<file path="src/rtl/serial_borrow_dec_pkg.sv">
// ---------------------------------------------------------------------------
// serial_borrow_dec_pkg
// Shared constants for the serial borrow decrementer: default operand and
// chunk widths, FSM state encodings, and helpers that size the chunk index
// and the chunk counter from WIDTH/SIZE.
// Ports: none (package).
// ---------------------------------------------------------------------------
package serial_borrow_dec_pkg;

    localparam int DEF_WIDTH = 32;
    localparam int DEF_SIZE  = 4;

    typedef logic [1:0] state_t;

    localparam state_t ST_IDLE = 2'd0;
    localparam state_t ST_RUN  = 2'd1;
    localparam state_t ST_DONE = 2'd2;

    // Counter must hold the full chunk count, hence the extra bit.
    function automatic int cnt_width(input int width, input int size);
        return $clog2(width / size) + 1;
    endfunction

    // A single-chunk configuration still needs a 1-bit index register.
    function automatic int idx_width(input int width, input int size);
        return ((width / size) > 1) ? $clog2(width / size) : 1;
    endfunction

endpackage

</file>
<file path="src/rtl/serial_borrow_dec_if.sv">
// ---------------------------------------------------------------------------
// serial_borrow_dec_if
// Operand/result handshake bundle for serial_borrow_dec.
//   in_valid/in_ready : operand offer and acceptance
//   A, bin            : operand and borrow-in
//   out_valid/out_ready : result held / result taken
//   D, bout, nchunk   : result, final borrow, number of chunks processed
// Modports: master (producer/consumer side), slave (the decrementer).
// ---------------------------------------------------------------------------
interface serial_borrow_dec_if
    import serial_borrow_dec_pkg::*;
#(
    parameter int WIDTH = DEF_WIDTH,
    parameter int SIZE  = DEF_SIZE
) ();

    localparam int CW = cnt_width(WIDTH, SIZE);

    logic             in_valid;
    logic             in_ready;
    logic [WIDTH-1:0] A;
    logic             bin;
    logic             out_valid;
    logic             out_ready;
    logic [WIDTH-1:0] D;
    logic             bout;
    logic [CW-1:0]    nchunk;

    modport master (
        output in_valid, A, bin, out_ready,
        input  in_ready, out_valid, D, bout, nchunk
    );

    modport slave (
        input  in_valid, A, bin, out_ready,
        output in_ready, out_valid, D, bout, nchunk
    );

endinterface

</file>
<file path="src/rtl/serial_borrow_dec_dec_chunk.sv">
// ---------------------------------------------------------------------------
// dec_chunk
// Combinational SIZE-bit decrement stage built as a ripple borrow chain.
//   a    : chunk value
//   bin  : borrow into the chunk (1 = subtract one)
//   diff : a - bin mod 2^SIZE
//   bout : borrow out (set only when bin=1 and a==0)
// ---------------------------------------------------------------------------
module dec_chunk #(
    parameter int SIZE = 4
) (
    input  logic [SIZE-1:0] a,
    input  logic            bin,
    output logic [SIZE-1:0] diff,
    output logic            bout
);

    logic b;

    // A bit flips while the borrow is live; the borrow survives only past zeros.
    always_comb begin
        diff = '0;
        b    = bin;
        for (int i = 0; i < SIZE; i++) begin
            diff[i] = a[i] ^ b;
            b       = b & ~a[i];
        end
        bout = b;
    end

endmodule

</file>
<file path="src/rtl/serial_borrow_dec.sv">
// ---------------------------------------------------------------------------
// serial_borrow_dec
// Decrements a WIDTH-bit operand by its borrow-in, one SIZE-bit chunk per
// cycle, stopping as soon as the borrow dies out.
//   clk, rst : clock, asynchronous active-high reset
//   bus      : serial_borrow_dec_if.slave (operand in, result out)
// ---------------------------------------------------------------------------
module serial_borrow_dec
    import serial_borrow_dec_pkg::*;
#(
    parameter int WIDTH = DEF_WIDTH,
    parameter int SIZE  = DEF_SIZE
) (
    input  logic               clk,
    input  logic               rst,
    serial_borrow_dec_if.slave bus
);

    localparam int NCH = WIDTH / SIZE;
    localparam int IW  = idx_width(WIDTH, SIZE);
    localparam int CW  = cnt_width(WIDTH, SIZE);

    state_t           state;
    logic [WIDTH-1:0] work;
    logic             borrow;
    logic [IW-1:0]    idx;
    logic [CW-1:0]    cnt;

    logic [SIZE-1:0]  cur_chunk;
    logic [SIZE-1:0]  next_chunk;
    logic             chunk_borrow;
    logic             last_idx;

    assign cur_chunk = work[idx*SIZE +: SIZE];
    assign last_idx  = (idx == IW'(NCH - 1));

    dec_chunk #(.SIZE(SIZE)) u_chunk (
        .a    (cur_chunk),
        .bin  (borrow),
        .diff (next_chunk),
        .bout (chunk_borrow)
    );

    // Only the selected chunk is rewritten; chunks above the point where the
    // borrow dies keep their original value, which is what makes early exit
    // correct.
    always_ff @(posedge clk or posedge rst) begin
        if (rst) begin
            state  <= ST_IDLE;
            work   <= '0;
            borrow <= 1'b0;
            idx    <= '0;
            cnt    <= '0;
        end else begin
            case (state)
                ST_IDLE: begin
                    if (bus.in_valid) begin
                        work   <= bus.A;
                        borrow <= bus.bin;
                        idx    <= '0;
                        cnt    <= '0;
                        state  <= bus.bin ? ST_RUN : ST_DONE;
                    end
                end
                ST_RUN: begin
                    work[idx*SIZE +: SIZE] <= next_chunk;
                    borrow                 <= chunk_borrow;
                    cnt                    <= cnt + CW'(1);
                    idx                    <= idx + IW'(1);
                    if (!chunk_borrow || last_idx) begin
                        state <= ST_DONE;
                    end
                end
                ST_DONE: begin
                    if (bus.out_ready) begin
                        state <= ST_IDLE;
                    end
                end
                default: state <= ST_IDLE;
            endcase
        end
    end

    // Results come straight from the working registers; they only move in
    // RUN, so they are stable for the whole of DONE.
    assign bus.in_ready  = (state == ST_IDLE);
    assign bus.out_valid = (state == ST_DONE);
    assign bus.D         = work;
    assign bus.bout      = borrow;
    assign bus.nchunk    = cnt;

endmodule

</file>
<file path="src/flat_wrapper.sv">
// flat-port wrapper written by rule: the top's interface ports become plain ports
module serial_borrow_dec_flat import serial_borrow_dec_pkg::*;
#(
    parameter int WIDTH = DEF_WIDTH,
    parameter int SIZE  = DEF_SIZE
)
  (clk, rst, bus_in_valid, bus_A, bus_bin, bus_out_ready, bus_in_ready, bus_out_valid, bus_D, bus_bout, bus_nchunk);
  serial_borrow_dec_if #(.WIDTH(WIDTH), .SIZE(SIZE)) bus_i ();
  input  logic clk;
  input  logic rst;
  input wire logic [$bits(bus_i.in_valid)-1:0] bus_in_valid;
  input wire logic [$bits(bus_i.A)-1:0] bus_A;
  input wire logic [$bits(bus_i.bin)-1:0] bus_bin;
  input wire logic [$bits(bus_i.out_ready)-1:0] bus_out_ready;
  output wire logic [$bits(bus_i.in_ready)-1:0] bus_in_ready;
  output wire logic [$bits(bus_i.out_valid)-1:0] bus_out_valid;
  output wire logic [$bits(bus_i.D)-1:0] bus_D;
  output wire logic [$bits(bus_i.bout)-1:0] bus_bout;
  output wire logic [$bits(bus_i.nchunk)-1:0] bus_nchunk;
  assign bus_i.in_valid = bus_in_valid;
  assign bus_i.A = bus_A;
  assign bus_i.bin = bus_bin;
  assign bus_i.out_ready = bus_out_ready;
  assign bus_in_ready = bus_i.in_ready;
  assign bus_out_valid = bus_i.out_valid;
  assign bus_D = bus_i.D;
  assign bus_bout = bus_i.bout;
  assign bus_nchunk = bus_i.nchunk;
  serial_borrow_dec #(.WIDTH(WIDTH), .SIZE(SIZE)) u_core (.clk(clk), .rst(rst), .bus(bus_i));
endmodule
</file>
<file path="config.mk">
export PLATFORM = sky130hd
export DESIGN_NAME = serial_borrow_dec_flat
export DESIGN_NICKNAME = d
export VERILOG_FILES = /design/src/rtl/serial_borrow_dec_pkg.sv /design/src/rtl/serial_borrow_dec_if.sv /design/src/rtl/serial_borrow_dec_dec_chunk.sv /design/src/rtl/serial_borrow_dec.sv /design/src/flat_wrapper.sv
export SDC_FILE = /design/constraint.sdc
export NUM_CORES = 1
export LEC_CHECK = 0
export CORE_MARGIN = 2
export CORE_UTILIZATION = 40
export DETAILED_ROUTE_END_ITERATION = 6
export PLACE_DENSITY = 0.7
export SLEW_MARGIN = 25
export SYNTH_ARGS = -nofsm -noshare
export SYNTH_HDL_FRONTEND = slang
export SYNTH_SLANG_ARGS = --single-unit
export TNS_END_PERCENT = 50
</file>
<file path="constraint.sdc">
create_clock -name clk -period 8.7 [get_ports clk]
set_input_delay 1.74 -clock clk [delete_from_list [all_inputs] [get_ports clk]]
set_output_delay 1.74 -clock clk [all_outputs]
set_load 0.01 [all_outputs]
</file>
==> results of run 1 <==
[layout make-up]
| type | instances | area (um^2) |
|---|---|---|
| Fill cell | 537 | 2580 |
| Sequential cell | 42 | 1051 |
| Tap cell | 75 | 93.84 |
| Inverter | 9 | 33.78 |
| Timing Repair Buffer | 77 | 765.7 |
| Multi-Input combinational cell | 152 | 1340 |
| Clock inverter | 1 | 5.005 |
| Clock buffer | 7 | 86.33 |
[metal layers]
layer,vias to the layer above,routed length (um),global-route usage
met2,104,3463,0.3365
li1,1023,-,-
met1,1101,3220,0.3095
met4,0,121,0.06408
met3,11,528,0.03380
met5,-,0,0
[cells in the mapped netlist (2+ instances only)]
cell	number	area [um^2]
a221o_1	27	270.3
a22o_1	5	43.79
a311oi_1	3	26.28
a31oi_1	9	56.30
a32o_1	2	20.02
and2_1	8	50.05
and3b_1	2	17.52
buf_1	3	11.26
buf_2	5	25.02
clkbuf_1	7	26.28
dfrtp_1	42	1051
ha_1	12	150.1
inv_1	8	30.03
mux2_1	2	22.52
mux2_2	2	22.52
mux2i_1	4	40.04
mux4_2	8	180.2
nand2_1	7	26.28
nand2b_1	3	18.77
nand4_1	2	12.51
nand4bb_1	2	22.52
nor2_1	4	15.01
nor2b_1	5	31.28
nor3_1	5	25.02
nor3b_1	3	22.52
nor4_1	12	75.07
nor4b_1	4	35.03
o21ai_0	4	20.02
[cell families (layout without fill, tap and decap cells)]
logic type,Yosys count,after routing,share of synthesized area
and+or+nand+nor,67,67,0.1724
muxes,16,16,0.1065
DFF,42,42,0.4221
AOI/OAI and AO/OA,57,57,0.1970
adders and majority gates,12,12,0.06030
buffers and inverters,25,94,0.04171
[final timing paths]
check / from / endpoint / slack (ns) / depth (start not counted)
hold reg to reg: u_core.bus.D[11] / u_core.bus.D[11] / 0.55 / 1
min in group asynchronous: rst / u_core.bus.nchunk[2] / 1.87 / 3
setup reg to reg: u_core.idx[0] / u_core.bus.D[3] / 5.38 / 6
hold / removal: u_core.bus.D[11] / u_core.bus.D[11] / 0.55 / 1
setup / recovery: u_core.state[1] / bus_out_valid / 5.19 / 2
max in group asynchronous: rst / u_core.bus.D[8] / 6.47 / 3
[per-stage QoR]
step	std cells	total power (uW)	hold slack, ns	worst slack [ns]
after CTS	363	1199	0.5481	5.200
after global placement	355	1060	0.5271	5.226
final	363	1203	0.5503	5.193
after floorplan	219	753.5	0.5391	5.806
after global routing	363	1275	0.5662	5.055
after detailed placement	355	1064	0.5253	5.201
[sequential cells by signal, indices dropped and copies added (netlist names)]
name,cells
u_core.bus.D,32
u_core.bus.nchunk,4
u_core.idx,3
u_core.state,2
u_core.bus.bout,1
[where the power goes]
part | switching (uW) | leakage (uW) | total (uW) | internal (uW)
Combinational | 324 | 0.000815 | 672 | 348
Sequential | 120 | 0.000524 | 399 | 279
Clock | 68.0 | 0.0000482 | 132 | 64.1
Total | 512 | 0.00139 | 1200 | 691
[worst max-delay path, cell delays in order, from the launching register on]
cell             delay (ns)
dfrtp_1                0.68
nor2b_1                0.23
clkdlybuf4s50_1        0.56
==> results.yml, run 1 <==
critical_path:
  cp.required_ns: 6.96
  crit_fanout: 17
  critPathLaunchType: "register"
  path_class: "register to primary output"
  endpoint_kind: "primary output"
  crit_arrival_ns: 1.77
synthesis:
  syn-cell-area_mm2: 0.002490
  async_reset_ff_frac: 1.000
  yosysSeqAreaShare: 0.4221
  synth_nets: 268
  synth-main-ff-cell: "dfrtp_1"
  synth.distinct_cells: 47
  synth-edff-count: 0
  syn_inst: 219
  synth_seq_cells: 42
  yosysWarnings: 0
  syn_area_per_cell_um2: 11.37
place:
  gp_congestion: 0.8303
  io_buffers: 75
  placed_area_mm2: 0.003284
  dpl.hpwl_mm: 5.359
hold_path:
  hp-class: "register to register"
timing:
  finalHoldViolCount: 0
  worstMarginPinSlew_ns: 0.8905
  post-route-period-util: 0.4032
  relSlewSlack: 0.4051
  period_needed_ns: 3.507
  clock_skew_ns: 0.002559
  max_freq_mhz: 285.1
  setup_violations: 0
  rsz0062_at_grt: "no"
  setup_tns_ns: 0
  maxSlewViolCount: 0
clock_tree:
  ctsResizeCount: 0
  hold_buffers: 0
  cts_max_level: 2
  cts.sinks: 42
  clock_path_buffers: 2
  cts_tree: "built"
  clkTransAtPathRegs_ns: 0.08
  cts_setup_buffers: 0
  cts_buffers: 5
  clock_latency_ns: 0.30
  root_buffer: "clkbuf_8"
floorplanning:
  core_mm2: 0.005956
  initial_core_util: 0.4181
  die_h_um: 82.90
  die_area_mm2: 0.006872
  row_count: 28
  dieWidth_um: 82.90
  io-pin-count: 76
layout:
  post-route-cell-area_mm2: 0.003376
  synthToLayoutAreaGrowth_pct: 35.58
  final_core_util: 0.5668
  final_common_cell: "clkdlybuf4s50_1"
  final_cell_mix: "75 x clkdlybuf4s50_1, 42 x dfrtp_1, 27 x a221o_1"
  n_antenna_cell: 0
  fin_nets: 336
  drive_gt1_frac: 0.07639
global_routing:
  overflow: 0
  grt_pass1_vias: 2189
  antenna_found_initial: 0
  grt_max_degree: 43
  grt_use_total: 0.2154
  grt_pass1_wl_mm: 11.88
routing:
  drt_wl_total_mm: 7.334
  drtIter0Drc: 288
  antenna_left: 0
  post_drt_via_cell_ratio: 6.168
  remaining_drc_errors: 0
  drtPass1Iterations: 4
  wl_per_cell_um: 20.20
  vias: 2239
flow_run:
  cap_violations: 0
pwr:
  ir_drop_mv: 0.1579
  power.leakage_uw: 0.001387
  power.density_mw_per_mm2: 356.3
outcome:
  status: "complete, no violations"
(Power assumes the default switching activity.)
==> inputs of run 2 (changes only) <==
Clock period 8.7 ns to 3.63 ns, I/O delays scaled along.
==> results.yml, run 2 (same netlist as run 1, synthesis figures left out) <==
pwr:
  comb_power_share: 0.553
  p_switching_uw: 1257
  p_sw_frac: 0.4223
  p_int_uw: 1719
  power.leakage_uw: 0.001413
  clkPwrFrac: 0.126
  ir_drop_mv: 0.3572
  power.density_mw_per_mm2: 871.1
  seqPwrFrac: 0.320
layout:
  final_core_util: 0.5735
  final_cell_mix: "75 x clkdlybuf4s50_1, 42 x dfrtp_1, 27 x a221o_1"
  drive_gt1_frac: 0.08935
  largest_register_ffs: 32
  regArea_mm2: 0.001051
  final_cells: 366
  fin_nets: 339
  synthToLayoutAreaGrowth_pct: 37.19
  post-route-cell-area_mm2: 0.003416
  n_antenna_cell: 0
  multi_input_area_mm2: 0.001340
  fillers: 531
  final_common_cell: "clkdlybuf4s50_1"
flow_run:
  cap_violations: 0
critical_path:
  r2r_slack_ns: 0.63
  critPathLaunchType: "register"
  crit_start: "u_core.idx[0]"
  r2r_end: "u_core.bus.D[15]"
  cp.required_ns: 3.82
  max_stage_delay_ns: 0.71
  path_class: "register to register"
  endpoint_kind: "register"
  path_cells: "buf_4, mux4_2, mux2i_1, ha_1, ha_1, ha_1, nor2b_1, a32o_1, mux2_1"
  crit_fanout: 15
  cp_slowest_cell: "dfrtp_1"
  r2r-start: "u_core.idx[0]"
  ff2ff_path_depth: 9
  path_common_cell: "ha_1"
  crit_end: "u_core.bus.D[15]"
  crit_arrival_ns: 3.20
floorplanning:
  io-pin-count: 76
  die_h_um: 82.90
  dieWidth_um: 82.90
  initial_core_util: 0.4181
  die_area_mm2: 0.006872
  row_count: 28
  core_mm2: 0.005956
routing:
  remaining_drc_errors: 0
  antenna_left: 0
  drtPass1Iterations: 4
  drtIter0Drc: 177
  wl_per_cell_um: 20.81
  post_drt_via_cell_ratio: 6.235
  vias: 2282
  drt_wl_total_mm: 7.617
clock_tree:
  cts_tree: "built"
  ctsResizeCount: 0
  hold_buffers: 0
  clock_latency_ns: 0.31
  cts.sinks: 42
  cts_buffers: 5
  clock_path_buffers: 2
  cts_setup_buffers: 0
  root_buffer: "clkbuf_8"
  clkTransAtPathRegs_ns: 0.09
  cts_max_level: 2
outcome:
  status: "complete, no violations"
place:
  placed_area_mm2: 0.003307
  place_inst: 358
  io_buffers: 75
  dpl.hpwl_mm: 5.726
  gp_congestion: 0.8918
timing:
  setup_tns_ns: 0
  max_freq_mhz: 332.9
  maxSlewViolCount: 0
  period_needed_ns: 3.004
  rsz0062_at_grt: "no"
  relSlewSlack: 0.3666
  finalHoldViolCount: 0
  post-route-period-util: 0.8276
  whs_ns: 0.5577
  clock_skew_ns: 0.01058
  setup_violations: 0
  worstMarginPinSlew_ns: 0.9428
global_routing:
  antenna_found_initial: 0
  overflow: 0
  grt_use_total: 0.2206
  grt_max_degree: 41
  grt_pass1_vias: 2286
  grt_pass1_wl_mm: 12.15
hold_path:
  hp-class: "register to register"
  hold_depth: 1
[run 2: power by group through the flow]
stage / sequential, uW / combinational (uW) / clock [uW]
3_5_place_dp: 954 / 1630 / 0
3_3_place_gp: 956 / 1600 / 0
4_1_cts: 947 / 1640 / 377
6_report: 953 / 1650 / 376
5_1_grt: 982 / 1760 / 398
2_1_floorplan: 910 / 896 / 0
[run 2: metrics by stage]
stage / power (uW) / worst slack (ns)
detailed placement: 2588 / 0.6200
global route: 3142 / 0.3957
floorplan: 1806 / 0.7361
finish: 2976 / 0.6258
global placement: 2559 / 0.7539
CTS: 2964 / 0.6196
[run 2: final cells by class]
| class | count | share of cell area |
|---|---|---|
| inverter | 9 | 0.009890 |
| timing repair buffer | 80 | 0.2308 |
| clock inverter | 3 | 0.01172 |
| multi-input combinational | 152 | 0.3923 |
| sequential | 42 | 0.3077 |
| tap | 75 | 0.02747 |
| clock buffer | 5 | 0.02015 |
[run 2: worst min path at each step]
stage / startpoint / endpoint / slack, ns
2_1_floorplan: u_core.bus.bout / u_core.bus.bout / 0.54
3_3_place_gp: u_core.bus.D[25] / u_core.bus.D[25] / 0.52
3_5_place_dp: u_core.bus.nchunk[3] / u_core.bus.nchunk[3] / 0.54
4_1_cts: u_core.bus.D[31] / u_core.bus.D[31] / 0.56
5_1_grt: u_core.bus.D[13] / u_core.bus.D[13] / 0.58
6_report: u_core.bus.nchunk[3] / u_core.bus.nchunk[3] / 0.56
[run 2: critical path: cells and delay by family, from the launching register on]
| family | cells | cell delay [ns] |
|---|---|---|
| buf+inv | 1 | 0.27 |
| mux | 3 | 0.95 |
| flops | 1 | 0.71 |
| compound gates | 1 | 0.26 |
| fa+ha+maj | 3 | 0.62 |
| simple gates | 1 | 0.09 |
[run 2: per-layer routing]
layer / vias up / track usage / routed length [um]
met2: 103 / 0.3482 / 3601
li1: 1028 / - / -
met3: 12 / 0.04175 / 516
met5: - / 0 / 0
met1: 1139 / 0.3079 / 3377
met4: 0 / 0.07004 / 120
==> inputs of run 3 (changes only) <==
Settings changed: PLACE_DENSITY 0.7 to 0.73.
Clock period 3.63 ns to 2.63 ns, I/O delays scaled along.
==> results.yml, run 3 (same netlist as run 1, synthesis figures left out) <==
outcome:
  status: "complete, no violations"
global_routing:
  antenna_found_initial: 0
  grt_use_total: 0.2290
  grt_max_degree: 43
  overflow: 0
  grt_pass1_wl_mm: 12.63
  grt_pass1_vias: 2337
critical_path:
  r2r_end: "u_core.bus.D[15]"
  endpoint_kind: "register"
  ff2ff_path_depth: 9
  path_class: "register to register"
  critPathLaunchType: "register"
  r2r_slack_ns: 0.12
  crit_arrival_ns: 2.71
  crit_fanout: 7
  cp.required_ns: 2.83
  r2r-start: "u_core.idx[0]"
  crit_end: "u_core.bus.D[15]"
  crit_start: "u_core.idx[0]"
timing:
  finalHoldViolCount: 0
  worstMarginPinSlew_ns: 0.6025
  postLayoutSetupSlackWorst_ns: 0.1185
  setup_tns_ns: 0
  rsz0062_at_grt: "no"
  period_needed_ns: 2.511
  relSlewSlack: 0.5975
  max_freq_mhz: 398.2
  post-route-period-util: 0.9549
  maxSlewViolCount: 0
  clock_skew_ns: 0.009187
  setup_violations: 0
clock_tree:
  cts_tree: "built"
  cts_buffers: 5
  ctsResizeCount: 0
  cts_max_level: 2
  cts.sinks: 42
  cts_setup_buffers: 0
  root_buffer: "clkbuf_8"
  clock_path_buffers: 2
  clkTransAtPathRegs_ns: 0.09
  clock_latency_ns: 0.31
  hold_buffers: 0
place:
  pre_cts_ws_ns: 0.07608
  place_inst: 370
  io_buffers: 75
  placed_area_mm2: 0.003422
  gp_congestion: 0.8691
  dpl.hpwl_mm: 5.605
layout:
  n_antenna_cell: 0
  multi_input_area_mm2: 0.001355
  final_common_cell: "clkdlybuf4s50_1"
  synthToLayoutAreaGrowth_pct: 43.32
  final_cell_mix: "75 x clkdlybuf4s50_1, 41 x dfrtp_1, 27 x a221o_1"
  fin_nets: 351
  post-route-cell-area_mm2: 0.003568
  final_cells: 378
  largest_register_ffs: 32
  fillers: 538
  drive_gt1_frac: 0.1353
  regArea_mm2: 0.001052
routing:
  antenna_left: 0
  drt_wl_total_mm: 7.610
  drtPass1Iterations: 5
  remaining_drc_errors: 0
  vias: 2307
  drtIter0Drc: 290
  wl_per_cell_um: 20.13
  post_drt_via_cell_ratio: 6.103
pwr:
  finalPower_uw: 4425
  ir_drop_mv: 0.5650
  power.density_mw_per_mm2: 1240
  power.leakage_uw: 0.001485
floorplanning:
  die_area_mm2: 0.006872
  core_mm2: 0.005956
  row_count: 28
  die_h_um: 82.90
  initial_core_util: 0.4181
  dieWidth_um: 82.90
  io-pin-count: 76
hold_path:
  hp-class: "register to register"
  hp-start: "u_core.bus.D[26]"
flow_run:
  cap_violations: 0
## run 3: report_power, final
group / total [uW] / switching [uW] / internal, uW / leakage, uW
registers: 1270 / 348 / 926 / 0.000523
clock network: 642 / 237 / 405 / 0.0000714
logic: 2510 / 1200 / 1310 / 0.000891
## run 3: area by class of cell
cell class              count  share of cell area
clock buffers               6             0.02314
clock inverters             2             0.01683
inverters                   9            0.009467
multi-input cells         152              0.3797
flip-flops and latches     42              0.2949
well taps                  75             0.02630
repair buffers             92              0.2496
## run 3: stage by stage
step	hold slack, ns	utilization
after detailed placement	0.5265	0.5746
final	0.5511	0.5992
after global routing	0.5680	0.5992
after floorplan	0.5391	-
after CTS	0.5448	0.5985
after global placement	0.5310	0.5746
## run 3: worst min-delay path by stage
| stage | slack (ns) | endpoint | cells past startpoint |
|---|---|---|---|
| 2_1_floorplan | 0.54 | u_core.bus.bout | 2 |
| 5_1_grt | 0.57 | u_core.bus.D[25] | 1 |
| 3_5_place_dp | 0.53 | u_core.bus.D[15] | 1 |
| 6_report | 0.55 | u_core.bus.D[26] | 1 |
| 4_1_cts | 0.54 | u_core.bus.D[26] | 1 |
| 3_3_place_gp | 0.53 | u_core.bus.D[15] | 1 |
## run 3: metal layers
layer	global-route usage	vias to the layer above	wire length, um
li1	-	1051	-
met1	0.3274	1116	3448
met2	0.3380	128	3463
met3	0.06759	12	584
met4	0.06408	0	114
met5	0	-	0
## run 3: worst max-delay path: stages (launching register included)
cell and delay (ns):
dfrtp_2 0.44, mux4_2 0.52, mux2i_1 0.15, ha_1 0.17, ha_1 0.15, ha_2 0.19
ha_4 0.18, nor2b_1 0.06, a32o_1 0.25, mux2_1 0.29
